<file path="src/rtl/buf_hor_fill_ctrl.sv">
// buf_hor_fill_ctrl
// Round-robin fill controller for the horizontal line buffers. On each fill it
// streams row_len bytes per lane from a single-port activation SRAM into LANES
// byte FIFOs. It arbitrates the SRAM read port between lanes, generates read
// addresses, steers the returning data into the right FIFO and pulses done when
// the fill is complete.
//
// Optional build macro: BUF_HOR_CTRL_PERF_EN adds the stall_cnt output, a
// saturating count of RUN cycles in which no lane could be granted.
//
// Ports
//   clk          single clock, rising edge
//   rst          synchronous, active-low reset
//   start        one-cycle pulse, accepted only while idle
//   base_addr    SRAM address of lane 0 element 0
//   lane_stride  address offset between consecutive lanes
//   row_len      bytes per lane (0 = no transfer)
//   sram_en      SRAM read enable
//   sram_addr    SRAM read address
//   sram_rdata   SRAM read data, valid the cycle after sram_en
//   fifo_WREADY  per-lane FIFO not-full
//   fifo_WVALID  per-lane FIFO write strobe (one-hot or zero)
//   buf_in       shared FIFO write data
//   busy         fill in progress
//   stall_cnt    (BUF_HOR_CTRL_PERF_EN only) stalled RUN cycles
//   done         one-cycle completion pulse
module buf_hor_fill_ctrl #(
   parameter int unsigned LANES  = 4,
   parameter int unsigned ADDR_W = 12,
   parameter int unsigned LEN_W  = 8,
   parameter int unsigned DATA_W = 8
) (
   input  logic              clk,
   input  logic              rst,
   input  logic              start,
   input  logic [ADDR_W-1:0] base_addr,
   input  logic [ADDR_W-1:0] lane_stride,
   input  logic [LEN_W-1:0]  row_len,
   output logic              sram_en,
   output logic [ADDR_W-1:0] sram_addr,
   input  logic [DATA_W-1:0] sram_rdata,
   input  logic [LANES-1:0]  fifo_WREADY,
   output logic [LANES-1:0]  fifo_WVALID,
   output logic [DATA_W-1:0] buf_in,
   output logic              busy,
`ifdef BUF_HOR_CTRL_PERF_EN
   output logic [15:0]       stall_cnt,
`endif
   output logic              done
);

   localparam int unsigned LW = (LANES > 1) ? $clog2(LANES) : 1;

   typedef enum logic [1:0] {StIdle, StRun, StFlush, StDone} state_e;

   state_e            state_q, state_d;
   logic [ADDR_W-1:0] base_q, stride_q;
   logic [LEN_W-1:0]  len_q;
   logic [LEN_W-1:0]  idx_q [LANES];
   logic [LEN_W-1:0]  idx_d [LANES];
   // Lanes issued last cycle; doubles as the registered write strobe.
   logic [LANES-1:0]  issue_q, issue_d;
   // First lane examined by the next arbitration round.
   logic [LW-1:0]     ptr_q, ptr_d;
   logic              done_q;

   logic [LANES-1:0]  pending;
   logic [LANES-1:0]  elig;
   logic              gnt_vld;
   logic [LW-1:0]     gnt_lane;
   logic              all_done;

   always_comb begin
      for (int unsigned l = 0; l < LANES; l++) begin
         pending[l] = idx_q[l] < len_q;
         // A lane issued last cycle still has its read in flight; skipping it
         // keeps WREADY at issue time an accurate overflow guard.
         elig[l]    = fifo_WREADY[l] && pending[l] && !issue_q[l];
      end
   end

   // Round-robin search starting at ptr_q, wrapping at LANES-1.
   always_comb begin
      gnt_vld  = 1'b0;
      gnt_lane = '0;
      for (int unsigned k = 0; k < LANES; k++) begin
         int unsigned cand;
         cand = 32'(ptr_q) + k;
         if (cand >= LANES) cand = cand - LANES;
         if (!gnt_vld && elig[cand]) begin
            gnt_vld  = 1'b1;
            gnt_lane = LW'(cand);
         end
      end
   end

   always_comb begin
      state_d   = state_q;
      issue_d   = '0;
      ptr_d     = ptr_q;
      idx_d     = idx_q;
      sram_en   = 1'b0;
      sram_addr = '0;
      all_done  = 1'b1;
      unique case (state_q)
         StIdle: begin
            if (start) begin
               ptr_d = '0;
               for (int unsigned l = 0; l < LANES; l++) idx_d[l] = '0;
               state_d = (row_len == '0) ? StDone : StRun;
            end
         end
         StRun: begin
            if (gnt_vld) begin
               sram_en   = 1'b1;
               // Sum is truncated to ADDR_W, so addresses wrap silently.
               sram_addr = base_q + ADDR_W'(gnt_lane) * stride_q
                         + ADDR_W'(idx_q[gnt_lane]);
               idx_d[gnt_lane]   = idx_q[gnt_lane] + LEN_W'(1);
               issue_d[gnt_lane] = 1'b1;
               ptr_d = (gnt_lane == LW'(LANES - 1)) ? '0 : gnt_lane + LW'(1);
               for (int unsigned l = 0; l < LANES; l++) begin
                  if (idx_d[l] != len_q) all_done = 1'b0;
               end
               if (all_done) state_d = StFlush;
            end
         end
         // One cycle for the final read to return and be written.
         StFlush: state_d = StDone;
         StDone:  state_d = StIdle;
         default: state_d = StIdle;
      endcase
   end

   always_ff @(posedge clk) begin
      if (!rst) begin
         state_q  <= StIdle;
         base_q   <= '0;
         stride_q <= '0;
         len_q    <= '0;
         issue_q  <= '0;
         ptr_q    <= '0;
         done_q   <= 1'b0;
         for (int unsigned l = 0; l < LANES; l++) idx_q[l] <= '0;
      end else begin
         state_q <= state_d;
         issue_q <= issue_d;
         ptr_q   <= ptr_d;
         idx_q   <= idx_d;
         done_q  <= (state_q == StDone);
         if (state_q == StIdle && start) begin
            base_q   <= base_addr;
            stride_q <= lane_stride;
            len_q    <= row_len;
         end
      end
   end

   assign fifo_WVALID = issue_q;
   assign buf_in      = sram_rdata;
   assign busy        = (state_q != StIdle);
   assign done        = done_q;

`ifdef BUF_HOR_CTRL_PERF_EN
   logic [15:0] stall_q;

   always_ff @(posedge clk) begin
      if (!rst) begin
         stall_q <= '0;
      end else if (state_q == StIdle && start) begin
         stall_q <= '0;
      end else if (state_q == StRun && !gnt_vld && (|pending) && stall_q != 16'hFFFF) begin
         stall_q <= stall_q + 16'd1;
      end
   end

   assign stall_cnt = stall_q;
`endif

endmodule
</file>
<file path="config.mk">
export PLATFORM = sky130hd
export DESIGN_NAME = buf_hor_fill_ctrl
export DESIGN_NICKNAME = d
export VERILOG_FILES = /design/src/rtl/buf_hor_fill_ctrl.sv
export SDC_FILE = /design/constraint.sdc
export NUM_CORES = 1
export LEC_CHECK = 0
export CAP_MARGIN = 20
export CORE_ASPECT_RATIO = 0.7
export CORE_MARGIN = 1.5
export CORE_UTILIZATION = 40
export CTS_CLUSTER_DIAMETER = 50
export DETAILED_ROUTE_END_ITERATION = 12
export MAX_ROUTING_LAYER = met4
export REMOVE_ABC_BUFFERS = 1
export SLEW_MARGIN = 15
export SYNTH_ARGS = -nofsm -noshare
export SYNTH_HDL_FRONTEND = slang
export SYNTH_SLANG_ARGS = --single-unit
</file>
<file path="constraint.sdc">
create_clock -name clk -period 6.3 [get_ports clk]
set_input_delay 0.945 -clock clk [delete_from_list [all_inputs] [get_ports clk]]
set_output_delay 0.945 -clock clk [all_outputs]
set_load 0.01 [all_outputs]
</file>
==> out/summary.txt <==
cell area after placement: 0.00742 mm²
failing checks: negative setup slack
Starting Density: 40.9%
Worst Hold End: base_q[9]$_SDFFE_PN0P_
clk buf depth: 2
Top Family by Delay on Critical Path: compound AO/OA/AOI/OAI gates
pin count of the biggest net entering global routing: 37
Setup Total Neg Slack: -119 ps
GPL Wtd Cong: 0.974
flops & latches, synth: 73
worst-skew pair later-pin latency: 350 ps
Clock power frac: 16.4%
crit-path most repeated cell: a21oi_2
worst hold-check path type: register to register
Combinational Power Share: 66.8%
Post-synth EDFFs: 0
fin crit period: 6380 ps
Crit path arrival time: 5440 ps
DRC: 0
Netlist cell types: 69
Ports: 74
share of cells above drive strength 1: 21.7%
sequential share of power: 16.7%
cell internal pwr: 1.79 mW
outcome: complete, but fails checks
total of warnings raised by yosys: 0
CP Max Fanout: 4
CTS tree: yes
vias in the first global route: 6,074
Switching Power: 1.63 mW
Post-Synthesis Cells: 764
Max Clock Skew: 8.33 ps
RSZ-0062 raised after global routing: true
pre-CTS setup slack: -840 ps
Detailed Route WL: 22.4 mm
# port buffers: 57
via count: 6,242
VDD IR-drop max: 242 µV
Num CTS Buffers: 9
Yosys top cell area share: 24.3%
slowest stage cell, crit path: fa_1
Design Area, Final: 0.00807 mm²
Fmax: 0.157 GHz
crit path buf inv count: 6
hold path cells: 2
Worst Setup Start Kind: register
setup slack after layout: -84.8 ps
# diodes: 0
sequential-to-total area share from yosys stat: 24.3%
DRT iter0 DRCs: 485
NumNets Final: 1,015
Rows: 37
Die Ht: 106 µm
RR Startpoint: len_q[5]$_SDFFE_PN0P_
core box area: 0.0147 mm²
reg2reg path depth: 25
slew of the pin with the lowest slew margin: 835 ps
WL/cell: 20.5 µm
Slew headroom: 44.0%
final setup vio count: 2
leading register cell type out of synthesis: dfxtp_1
power per cell area: 425 mW/mm²
H-tree depth: 3
part of the cycle the worst path needs: 101%
Antenna Violating Nets Remaining: 0
min-delay src: base_q[9]$_SDFFE_PN0P_
antenna violations before repair: 0
largest area contributor in the netlist: dfxtp_1
via density per instance: 5.69
crit-path max cell delay: 480 ps
Switching Fraction: 47.7%
clk slew on worst S/H paths: 60 ps
maxcap violations: 0
kind of critical path: register to output pin
synthesized cell area: 0.00601 mm²
CP required: 5350 ps
synth top area cells: dfxtp_1 (24%), ha_1 (11%), nand2_1 (6.3%)
clk sinks: 73
reg-to-reg endpoint: state_q[1]$_SDFFE_PN0P_
Pre-antenna DRT Iters: 5
Final Max Tran Viols: 0
Leakage: 3.44 nW
Area Growth Syn to Fin: 34.3%
GR Overflow Total: 0
Tot GR Track Use: 30.0%
FFs w/ async S/R, synth: 0%
reg-to-reg setup timing slack: 1000 ps
Chip Width: 149 µm
Final Hold Slack: 458 ps
first-pass GRT wire length: 34.6 mm
Die ar.: 0.0158 mm²
critical path endpoint category: output pin
syn_area_per_cell: 7.86 µm²
Final Hold Fails: 0
post-detail-place hpwl: 17.1 mm
hold_buf cts: 0
clock root cell: clkbuf_16
[area by class of cell]
type                            count  area [µm²]
Inverter                           57         219
Clock inverter                      7        95.1
Sequential cell                    73        1470
Tap cell                          195         244
Timing Repair Buffer              169        1410
Multi-Input combinational cell    587        4400
Clock buffer                        9         225
Fill cell                        1356        6610
[cells in the mapped netlist (all sizes together) (3+ instances only)]
cell type / number
o211ai: 20
xor2: 5
or4: 3
nor3: 16
a31oi: 3
and2: 23
o211a: 3
inv: 54
o21bai: 4
xnor2: 16
a21o: 11
o21a: 5
nand4: 6
clkinv: 3
a21oi: 60
nand2: 101
dfxtp: 73
nor2: 80
buf: 13
a2bb2oi: 3
a211oi: 5
nand3: 13
o21ai: 25
a2111oi: 5
fa: 18
a32oi: 3
nor2b: 6
and3: 7
o2111ai: 3
o22ai: 7
clkbuf: 34
mux2i: 21
nor3b: 4
ha: 53
a22oi: 28
[power groups by stage]
stage / sequential, mW / combinational [mW] / clock [mW]
detailed placement: 0.579 / 2.14 / 0
global route: 0.581 / 2.45 / 0.588
finish: 0.573 / 2.29 / 0.563
floorplan: 0.570 / 1.23 / 0
global placement: 0.577 / 2.13 / 0
CTS: 0.572 / 2.21 / 0.570
[worst register-to-register path: stages, from the launching register on]
cell	delay, ps
dfxtp_2	350
inv_4	60
ha_4	290
buf_4	120
o211ai_1	130
nor3_4	400
a21o_1	250
a21oi_2	40
o211a_1	290
buf_4	190
inv_2	80
buf_12	110
o211ai_1	100
and2_1	190
buf_4	150
ha_1	320
mux2i_1	290
nand4_1	120
o21ai_0	350
and4b_1	250
o311ai_0	130
nor3_1	200
nand4_1	140
nor4_1	240
a31o_2	240
mux2i_1	210
[state kept, by name, indices dropped and copies added, names as in the netlist]
name,flops
fifo_WVALID,4
len_q,8
stride_q,12
idx_q,32
ptr_q,2
done,1
state_q,2
base_q,12
[stage by stage]
| stage | std cells | total power, mW | util [%] |
|---|---|---|---|
| 5_1_grt | 1097 | 3.62 | 55.0 |
| 6_report | 1097 | 3.43 | 55.0 |
| 3_5_place_dp | 1077 | 2.72 | 50.6 |
| 4_1_cts | 1096 | 3.35 | 54.2 |
| 2_1_floorplan | 717 | 1.80 | - |
| 3_3_place_gp | 1077 | 2.71 | 50.6 |
[placed cells by master, fill, tap and decap left out, types with 4 or more instances in the layout]
master / count
a22oi_1: 28
nor2b_1: 5
o21ai_1: 4
xor2_1: 4
o21a_1: 4
ha_4: 8
nand3_1: 13
xnor2_1: 16
and3_1: 6
o22ai_1: 7
clkbuf_16: 9
o211ai_1: 20
nand4_1: 6
a2111oi_4: 4
buf_4: 108
inv_1: 46
mux2i_1: 19
fa_1: 17
clkdlybuf4s50_1: 49
nor2_1: 80
inv_2: 7
dfxtp_1: 70
nand2_1: 98
a21oi_2: 8
o21bai_1: 4
nor3_1: 14
o21ai_0: 18
and2_1: 22
a21o_1: 11
a21oi_1: 52
ha_1: 43
[logic make-up (layout without fill, tap and decap cells)]
family,after synthesis,after routing,share of synthesized area [%]
buffers and inverters,104,242,7.33
and+or+nand+nor,268,268,20.7
adders and majority gates,71,71,17.0
xor gates and xnor gates,21,21,3.19
muxes,23,23,4.08
AOI/OAI and AO/OA,204,204,23.3
DFF,73,73,24.3
[worst max path at each step]
stage                     depth (start not counted)  slack, ps             to                   from
after CTS                                        26        -80  sram_addr[11]  len_q[5]$_SDFFE_PN0P_
after floorplan                                  22         40  sram_addr[11]         fifo_WREADY[3]
after global routing                             28       -370  sram_addr[11]  len_q[5]$_SDFFE_PN0P_
after detailed placement                         25       -840  sram_addr[11]  len_q[5]$_SDFFE_PN0P_
final                                            28        -80  sram_addr[11]  len_q[5]$_SDFFE_PN0P_
after global placement                           25       -660  sram_addr[11]  len_q[5]$_SDFFE_PN0P_
[layer usage]
layer | up-vias | wire length, µm | GRT usage [%]
met5 | - | 0 | -
li1 | 2942 | - | -
met3 | 23 | 2150 | 8.01
met1 | 2982 | 10600 | 42.8
met2 | 295 | 9450 | 41.5
met4 | 0 | 282 | 7.14
[what timing repair did]
item / in CTS / in global routing
pin swaps: 20 / 20
buffers inserted: 4 / 1
endpoints found under the setup margin: 10 / 8
gates cloned: 0 / 0
resized for setup: 61 / 25
(Power assumes the default switching activity.)
